### config.mk
export PLATFORM = sky130hd
export DESIGN_NAME = mcycle_unit_flat
export DESIGN_NICKNAME = d
export VERILOG_FILES = /design/src/rtl/mcycle_unit_if.sv /design/src/rtl/mcycle_unit.sv /design/src/flat_wrapper.sv
export SDC_FILE = /design/constraint.sdc
export NUM_CORES = 1
export LEC_CHECK = 0
export CELL_PAD_IN_SITES_DETAIL_PLACEMENT = 1
export CELL_PAD_IN_SITES_GLOBAL_PLACEMENT = 1
export CORE_UTILIZATION = 49
export DETAILED_ROUTE_END_ITERATION = 16
export GPL_TIMING_DRIVEN = 0
export PLACE_DENSITY_LB_ADDON = 0.1
export SETUP_SLACK_MARGIN = 0.15
export SLEW_MARGIN = 20
export SYNTH_ARGS = -nofsm -noshare
export SYNTH_HDL_FRONTEND = slang
export SYNTH_SLANG_ARGS = --single-unit
### constraint.sdc
create_clock -name CLK -period 17.1 [get_ports CLK]
set_clock_uncertainty 0.05 [all_clocks]
set_input_delay 3.42 -clock CLK [delete_from_list [all_inputs] [get_ports CLK]]
set_output_delay 3.42 -clock CLK [all_outputs]
set_load 0.1 [all_outputs]
### src/rtl/mcycle_unit_if.sv
// Request/result bundle between the instruction decoder and the multiply/divide unit.
interface mcycle_unit_if #(
    parameter int W = 32
);
    logic         Start;
    logic [1:0]   MCycleOp;
    logic [W-1:0] Operand1;
    logic [W-1:0] Operand2;
    logic [W-1:0] Result1;
    logic [W-1:0] Result2;
    logic         Busy;

    modport master (
        output Start, MCycleOp, Operand1, Operand2,
        input  Result1, Result2, Busy
    );

    modport slave (
        input  Start, MCycleOp, Operand1, Operand2,
        output Result1, Result2, Busy
    );
endinterface

### src/rtl/mcycle_unit.sv
// Iterative multiply/divide unit: one shift-add or restoring shift-subtract step per clock,
// W steps per operation, sign fix-up applied on the final step.
module mcycle_unit #(
    parameter int W = 32
) (
    input  logic        CLK,
    input  logic        RESET,
    mcycle_unit_if.slave bus
);
    localparam int CW = $clog2(W);

    typedef enum logic {IDLE, COMPUTING} state_t;

    state_t         state_q, state_d;
    logic [CW-1:0]  count_q, count_d;
    logic [2*W-1:0] acc_q, acc_d;
    logic [W-1:0]   mag_a_q, mag_a_d;
    logic [W-1:0]   mag_b_q, mag_b_d;
    logic           sign_a_q, sign_a_d;
    logic           sign_b_q, sign_b_d;
    logic           is_div_q, is_div_d;
    logic [W-1:0]   result1_q, result1_d;
    logic [W-1:0]   result2_q, result2_d;

    logic [CW-1:0]  bit_idx;
    logic [2*W-1:0] mul_next;
    logic [W:0]     div_shift;
    logic [W:0]     div_diff;
    logic           div_ge;
    logic [2*W-1:0] div_next;
    logic [2*W-1:0] step_next;
    logic [2*W-1:0] prod_fix;
    logic [W-1:0]   quo;
    logic [W-1:0]   rem;
    logic           op_signed;

    // Both algorithms walk the operand bits MSB first, so the accumulator can start cleared.
    always_comb begin
        state_d   = state_q;
        count_d   = count_q;
        acc_d     = acc_q;
        mag_a_d   = mag_a_q;
        mag_b_d   = mag_b_q;
        sign_a_d  = sign_a_q;
        sign_b_d  = sign_b_q;
        is_div_d  = is_div_q;
        result1_d = result1_q;
        result2_d = result2_q;

        bit_idx   = CW'(W - 1) - count_q;
        mul_next  = {acc_q[2*W-2:0], 1'b0}
                  + (mag_b_q[bit_idx] ? {{W{1'b0}}, mag_a_q} : {(2*W){1'b0}});
        div_shift = {acc_q[2*W-1:W], mag_a_q[bit_idx]};
        div_diff  = div_shift - {1'b0, mag_b_q};
        div_ge    = ~div_diff[W];
        div_next  = {(div_ge ? div_diff[W-1:0] : div_shift[W-1:0]), acc_q[W-2:0], div_ge};
        step_next = is_div_q ? div_next : mul_next;
        prod_fix  = (sign_a_q ^ sign_b_q) ? -step_next : step_next;
        quo       = step_next[W-1:0];
        rem       = step_next[2*W-1:W];
        op_signed = ~bus.MCycleOp[0];

        case (state_q)
            IDLE: begin
                if (bus.Start) begin
                    state_d  = COMPUTING;
                    count_d  = '0;
                    acc_d    = '0;
                    is_div_d = bus.MCycleOp[1];
                    sign_a_d = op_signed & bus.Operand1[W-1];
                    sign_b_d = op_signed & bus.Operand2[W-1];
                    mag_a_d  = sign_a_d ? -bus.Operand1 : bus.Operand1;
                    mag_b_d  = sign_b_d ? -bus.Operand2 : bus.Operand2;
                end
            end
            COMPUTING: begin
                acc_d   = step_next;
                count_d = count_q + 1'b1;
                if (count_q == CW'(W - 1)) begin
                    state_d = IDLE;
                    count_d = '0;
                    if (!is_div_q) begin
                        result1_d = prod_fix[W-1:0];
                        result2_d = prod_fix[2*W-1:W];
                    end else if (mag_b_q == '0) begin
                        // Rebuild the original dividend from its magnitude and sign.
                        result1_d = '1;
                        result2_d = sign_a_q ? -mag_a_q : mag_a_q;
                    end else begin
                        result1_d = (sign_a_q ^ sign_b_q) ? -quo : quo;
                        result2_d = sign_a_q ? -rem : rem;
                    end
                end
            end
            default: state_d = IDLE;
        endcase
    end

    always_ff @(posedge CLK) begin
        if (RESET) begin
            state_q   <= IDLE;
            count_q   <= '0;
            acc_q     <= '0;
            mag_a_q   <= '0;
            mag_b_q   <= '0;
            sign_a_q  <= 1'b0;
            sign_b_q  <= 1'b0;
            is_div_q  <= 1'b0;
            result1_q <= '0;
            result2_q <= '0;
        end else begin
            state_q   <= state_d;
            count_q   <= count_d;
            acc_q     <= acc_d;
            mag_a_q   <= mag_a_d;
            mag_b_q   <= mag_b_d;
            sign_a_q  <= sign_a_d;
            sign_b_q  <= sign_b_d;
            is_div_q  <= is_div_d;
            result1_q <= result1_d;
            result2_q <= result2_d;
        end
    end

    // Busy is combinational from Start so the requesting instruction stalls in its own cycle.
    assign bus.Busy    = ~RESET & (((state_q == IDLE) & bus.Start) | (state_q == COMPUTING));
    assign bus.Result1 = result1_q;
    assign bus.Result2 = result2_q;
endmodule

### src/flat_wrapper.sv
// flat-port wrapper written by rule: the top's interface ports become plain ports
module mcycle_unit_flat 
#(
    parameter int W = 32
)
  (CLK, RESET, bus_Start, bus_MCycleOp, bus_Operand1, bus_Operand2, bus_Result1, bus_Result2, bus_Busy);
  mcycle_unit_if #(.W(W)) bus_i ();
  input  logic CLK;
  input  logic RESET;
  input wire logic [$bits(bus_i.Start)-1:0] bus_Start;
  input wire logic [$bits(bus_i.MCycleOp)-1:0] bus_MCycleOp;
  input wire logic [$bits(bus_i.Operand1)-1:0] bus_Operand1;
  input wire logic [$bits(bus_i.Operand2)-1:0] bus_Operand2;
  output wire logic [$bits(bus_i.Result1)-1:0] bus_Result1;
  output wire logic [$bits(bus_i.Result2)-1:0] bus_Result2;
  output wire logic [$bits(bus_i.Busy)-1:0] bus_Busy;
  assign bus_i.Start = bus_Start;
  assign bus_i.MCycleOp = bus_MCycleOp;
  assign bus_i.Operand1 = bus_Operand1;
  assign bus_i.Operand2 = bus_Operand2;
  assign bus_Result1 = bus_i.Result1;
  assign bus_Result2 = bus_i.Result2;
  assign bus_Busy = bus_i.Busy;
  mcycle_unit #(.W(W)) u_core (.CLK(CLK), .RESET(RESET), .bus(bus_i));
endmodule
==> results.toml, run 1 <==
[drt]
dr.first_iter.drc_count = 2975
via_per_inst = 7.13
totalWireLength_um = 98500
dr.pass1.iters = 8
antenna_left = 0
drc_errors = 0
wl_per_cell_um = 30.0
routed-via-count = 23400

[power]
vdd_ir_drop_max_mv = 0.0687
total_power_mw = 1.54
cellPowerDensity_nw_per_um2 = 69.8
p_leak_nw = 7.96

[cts]
ctsLongestPathBuffers = 3
clock_latency_ps = 580
cts_setup_buffers = 0
cts_tree = "done"
ctsHoldBuffers = 0
clk_pin_slew_ps = 60
cts_max_level = 1
ctsResizeCount = 0
cts-root-buf = "clkbuf_16"
cts_sinks = 201
cts_buffers = 25

[sta]
max_slew_margin_pct = 15.8
setup_tns_ps = 0
hold_viol = 0
period_share_pct = 59.0
period_minus_slack_ps = 10090
slew_viol_final = 0
grt_setup_unrepaired = "no"
fmax_mhz = 99.1
max_slew.worst_pin.slew_ps = 1260
finalSetupViolations = 0

[grt]
track_usage_pct = 48.0
grt_max_degree = 15
grt_pass1_wl_um = 143000
antenna_found_initial = 1
grt_pass1_vias = 22800
grt-ovfl-total = 0

[worst_setup_path]
cpPeakStageDelay_ps = 1170
worst_ep_required_time_ps = 13630
r2r_cells = 26
path_cells = "clkdlybuf4s50_1 > clkbuf_1 > nor2_1 > nor2_1 > clkdlybuf4s50_1"
start_kind = "input port"
critical_path.max_fanout = 10
cpMaxStageDelayCell = "clkdlybuf4s50_1"
critPathCaptureType = "primary output"
path_class = "in2out"
cp.arrival_ps = 6620

[logic_synthesis]
synth.top_cell.area_share_pct = 21.0
syn_area_um2 = 19200
synthTopCellsByArea = "dfxtp_1, nor2_1, a21oi_1, xor2_1, ha_1"
yosysMostFrequentCell = "nor2_1"
seq_area_frac_synth_pct = 21.0
ys_types = 108
yosys_warnings = 0
syn_area_per_cell_um2 = 7.41
synth-edff-count = 0
ys_top_cells_by_count = "nor2_1, a21oi_1, dfxtp_1"
ys_seq_elements = 201
synth_cells = 2586
syn-num-nets = 2727
async_flop_share_pct = 0
yosys.area.top_type = "dfxtp_1"
ys.flop_type = "dfxtp_1"

[job]
max_cap_violations = 0

[floorplanning]
start_util_pct = 49.6
rows = 72
core_area_um2 = 38600
die_h_um = 200
ioPinCount = 134
die-area_um2 = 39900
die_width_um = 200

[placed_design]
portBuffers = 132
gp_congestion = 1.07
dp_hpwl_um = 74600

[min_path]
min_path_cells = 2
min_path_type = "reg2reg"

[layout]
final_core_util_pct = 57.0
final_layout_size_suffix_gt1_share_pct = 6.15
areaGrowthSynthToFinish_pct = 15.0
final_nets = 2886

[run_status]
status = "complete, no violations"
==> critical path: cells and delay by family <==
family                 cells  cell delay [ps]
buffers and inverters      3             2690
and+or+nand+nor            2              490
==> kinds of logic after synthesis <==
group,share of synthesized area [%]
AND/OR/NAND/NOR,25.5
AO/OA/AOI/OAI,28.7
buffers and inverters,5.65
flip-flops,21.0
XOR/XNOR,8.96
multiplexers,5.44
adder cells (fa/ha/maj),4.78
==> placed cells by master (no fill, tap or decap), types with 37 or more instances in the layout <==
cell / count
nor2_1: 306
xnor2_1: 95
nor3b_1: 55
nand3_1: 58
xor2_1: 101
ha_1: 70
clkbuf_1: 129
and2_1: 46
o21ai_0: 121
a211oi_1: 116
inv_1: 82
a21oi_1: 210
mux2i_1: 46
clkdlybuf4s50_1: 132
dfxtp_1: 201
nor3_1: 75
nand4_1: 37
or3_1: 41
nand2_1: 196
o31ai_1: 45
==> flip-flops by register name, summed over array words and instances, names as in the netlist <==
signal and cells:
u_core.acc_q 64, u_core.bus.Result1 32, u_core.bus.Result2 32, u_core.mag_a_q 32, u_core.mag_b_q 32, u_core.count_q 5, u_core.is_div_q 1, u_core.sign_a_q 1
u_core.sign_b_q 1, u_core.state_q 1
==> metal layers <==
| metal | global-route usage [%] | vias to the layer above | wire [um] |
|---|---|---|---|
| li1 | - | 9927 | - |
| met1 | 62.4 | 11400 | 38600 |
| met2 | 72.3 | 1635 | 41400 |
| met3 | 11.1 | 408 | 11900 |
| met4 | 28.4 | 0 | 6590 |
| met5 | 0 | - | 0 |
==> path summary, 6_finish.rpt <==
path	to	from	slack [ps]
setup / recovery	bus_Busy	bus_Start	7010
hold / removal	u_core.bus.Result2[1]$_SDFFE_PP0P_	u_core.bus.Result2[1]$_SDFFE_PP0P_	440
setup reg to reg	u_core.bus.Result2[20]$_SDFFE_PP0P_	u_core.count_q[0]$_SDFFE_PP0P_	7310
hold reg to reg	u_core.bus.Result2[1]$_SDFFE_PP0P_	u_core.bus.Result2[1]$_SDFFE_PP0P_	440
==> layout make-up <==
type | instances | area, um2
antenna | 1 | 2.50
buffer | 180 | 771
clock buffer | 27 | 653
clock inverter | 19 | 235
fill | 4925 | 16600
inverter | 83 | 312
multi-input combinational | 2122 | 14100
sequential | 201 | 4020
tap | 518 | 648
timing repair buffer | 132 | 1320
==> power breakdown <==
part	internal [mW]	switching (mW)
registers	0.483	0.0328
clock network	0.342	0.253
logic	0.141	0.287
==> through the flow <==
step | cell area [um2] | setup slack [ps] | cells | hold slack, ps
after CTS | 22000 | 7150 | 3282 | 431
after global placement | 21100 | 7210 | 3236 | 410
final | 22000 | 7010 | 3283 | 439
after floorplan | 19200 | 8380 | 2586 | 399
after global routing | 22000 | 7040 | 3282 | 457
after detailed placement | 21100 | 7200 | 3236 | 409
No activity file was read; power rests on OpenSTA's default activity.
==> run 2: changes to the inputs <==
--- a/config.mk
+++ b/config.mk
@@ -7,7 +7,7 @@
 export LEC_CHECK = 0
 export CELL_PAD_IN_SITES_DETAIL_PLACEMENT = 1
 export CELL_PAD_IN_SITES_GLOBAL_PLACEMENT = 1
-export CORE_UTILIZATION = 49
+export CORE_UTILIZATION = 41
 export DETAILED_ROUTE_END_ITERATION = 16
 export GPL_TIMING_DRIVEN = 0
 export PLACE_DENSITY_LB_ADDON = 0.1
==> constraint.sdc (replaced) <==
create_clock -name CLK -period 8.5 [get_ports CLK]
set_clock_uncertainty 0.05 [all_clocks]
set_input_delay 1.7 -clock CLK [delete_from_list [all_inputs] [get_ports CLK]]
set_output_delay 1.7 -clock CLK [all_outputs]
set_load 0.1 [all_outputs]
==> results.toml, run 2 (synthesis results as in run 1) <==
[placed_design]
gp_congestion = 0.991
dp_hpwl_um = 78100
portBuffers = 132
pre_cts_ws_ps = -913
dp.cells = 3318
dpl_cell_area_um2 = 21300

[drt]
wl_per_cell_um = 29.1
routed-via-count = 22400
totalWireLength_um = 98400
via_per_inst = 6.65
drc_errors = 0
dr.first_iter.drc_count = 2407
antenna_left = 0
dr.pass1.iters = 6

[sta]
finalSetupViolations = 0
max_slew_margin_pct = 16.3
hold_viol = 0
slew_viol_final = 0
period_share_pct = 98.2
hold_slack_ps = 435
max_slew.worst_pin.slew_ps = 1260
setup_slack_ps = 154
fmax_mhz = 120
period_minus_slack_ps = 8350
grt_setup_unrepaired = "yes"

[floorplanning]
start_util_pct = 41.9
ioPinCount = 134
die_width_um = 218
core_area_um2 = 45800
die-area_um2 = 47600
rows = 78
die_h_um = 218

[layout]
top_register = "u_core.acc_q"
largest_register_ffs = 64
final_common_cell = "nor2_1"
areaGrowthSynthToFinish_pct = 17.1
fillCellCount = 5764
finalNonFillerCells = 3377
final_layout_size_suffix_gt1_share_pct = 7.42
final_area_um2 = 22400
mostFrequentLayoutCells = "nor2_1, a21oi_1, dfxtp_1"
final_nets = 2897

[grt]
grt_pass1_vias = 21900
antenna_found_initial = 4
grt-ovfl-total = 0
grt_max_degree = 14
grt_pass1_wl_um = 143000
track_usage_pct = 40.3

[worst_setup_path]
cp.arrival_ps = 8770
path_class = "reg2reg"
worst_ep_required_time_ps = 8930
critPathCaptureType = "flop"
critical_path.max_fanout = 10
start_kind = "flop"

[run_status]
status = "complete, no violations"

[power]
power_frac_clock_pct = 39.1
cellPowerDensity_nw_per_um2 = 139
total_power_mw = 3.11
p_comb_share_pct = 27.6
seqPwrFrac_pct = 33.3
vdd_ir_drop_max_mv = 0.156
power.switching_mw = 1.14
p_sw_share_pct = 36.6
p_leak_nw = 8.10
p_int_mw = 1.97

[cts]
ctsLongestPathBuffers = 3
ctsHoldBuffers = 0
cts_sinks = 201
clk_pin_slew_ps = 60
cts_tree = "done"
cts-root-buf = "clkbuf_16"
cts_max_level = 1
cts_buffers = 26
clock_latency_ps = 590

[job]
max_cap_violations = 0

[min_path]
min_path_type = "reg2reg"
-- run 2: changes by cell type in the layout (fill, tap and decap cells not counted), sizes merged --
cell	delta
buf	+9
clkinvlp	-2
clkbuf	+8
clkinv	+1
inv	-4
-- run 2: path summary, 6_finish.rpt --
| kind | from | endpoint | slack (ps) | depth (start not counted) |
|---|---|---|---|---|
| setup reg to reg | u_core.count_q[1]$_SDFFE_PP0P_ | u_core.bus.Result2[28]$_SDFFE_PP0P_ | 150 | 23 |
| setup / recovery | u_core.count_q[1]$_SDFFE_PP0P_ | u_core.bus.Result2[28]$_SDFFE_PP0P_ | 150 | 23 |
| hold / removal | u_core.bus.Result2[9]$_SDFFE_PP0P_ | u_core.bus.Result2[9]$_SDFFE_PP0P_ | 440 | 2 |
| hold reg to reg | u_core.bus.Result2[9]$_SDFFE_PP0P_ | u_core.bus.Result2[9]$_SDFFE_PP0P_ | 440 | 2 |
-- run 2: final cells by class --
| class | count | area [um2] | share of cell area (%) |
|---|---|---|---|
| diodes | 1 | 2.50 | 0.0112 |
| clock inverters | 14 | 194 | 0.864 |
| plain buffers | 180 | 777 | 3.46 |
| multi-input cells | 2122 | 14300 | 63.6 |
| well taps | 600 | 751 | 3.35 |
| inverters | 83 | 312 | 1.39 |
| repair buffers | 142 | 1400 | 6.22 |
| clock buffers | 34 | 711 | 3.17 |
| flip-flops and latches | 201 | 4020 | 17.9 |
-- run 2: layer usage --
layer	track usage, %	share of wire (%)	routed length (um)
met2	61.2	43	42200
met1	55.6	43	42400
met4	17.2	4.5	4450
met5	0	0	0
met3	7.39	9.6	9400
-- run 2: power by group through the flow --
stage                     clock network [mW]  registers, mW  logic, mW
after floorplan                            0           1.02      0.526
after global placement                     0           1.05      0.799
after detailed placement                   0           1.05      0.815
after CTS                               1.22           1.03      0.827
after global routing                    1.25           1.04      0.909
final                                   1.22           1.04      0.861
-- run 2: worst max-delay path, stage by stage (launching register included) --
cell	delay, ps
dfxtp_1	460
buf_4	290
buf_2	280
mux4_2	530
mux4_2	490
nand2_1	120
nand3_2	260
clkbuf_1	340
and2_1	270
fa_1	480
a211o_1	390
a21oi_1	600
nor4b_2	160
a211oi_4	430
buf_4	270
a21boi_0	120
xnor2_1	460
nand3_1	160
a2111oi_2	660
nand4_4	250
or4_4	620
o21ai_2	120
o21bai_1	100
a221oi_2	300
-- run 2: timing repair --
item                                   CTS  global route
setup endpoints to repair               33            27
gates resized for setup                 25            17
endpoints found under the hold margin    0             0
setup buffers                            7             3
pin swaps                                4             2
-- run 2: per-stage QoR --
step                      TNS (ps)  utilization [%]
after global routing             0             49.0
final                            0             49.0
after global placement      -10730             46.4
after CTS                        0             48.8
after detailed placement    -15150             46.4
after floorplan                  0                -
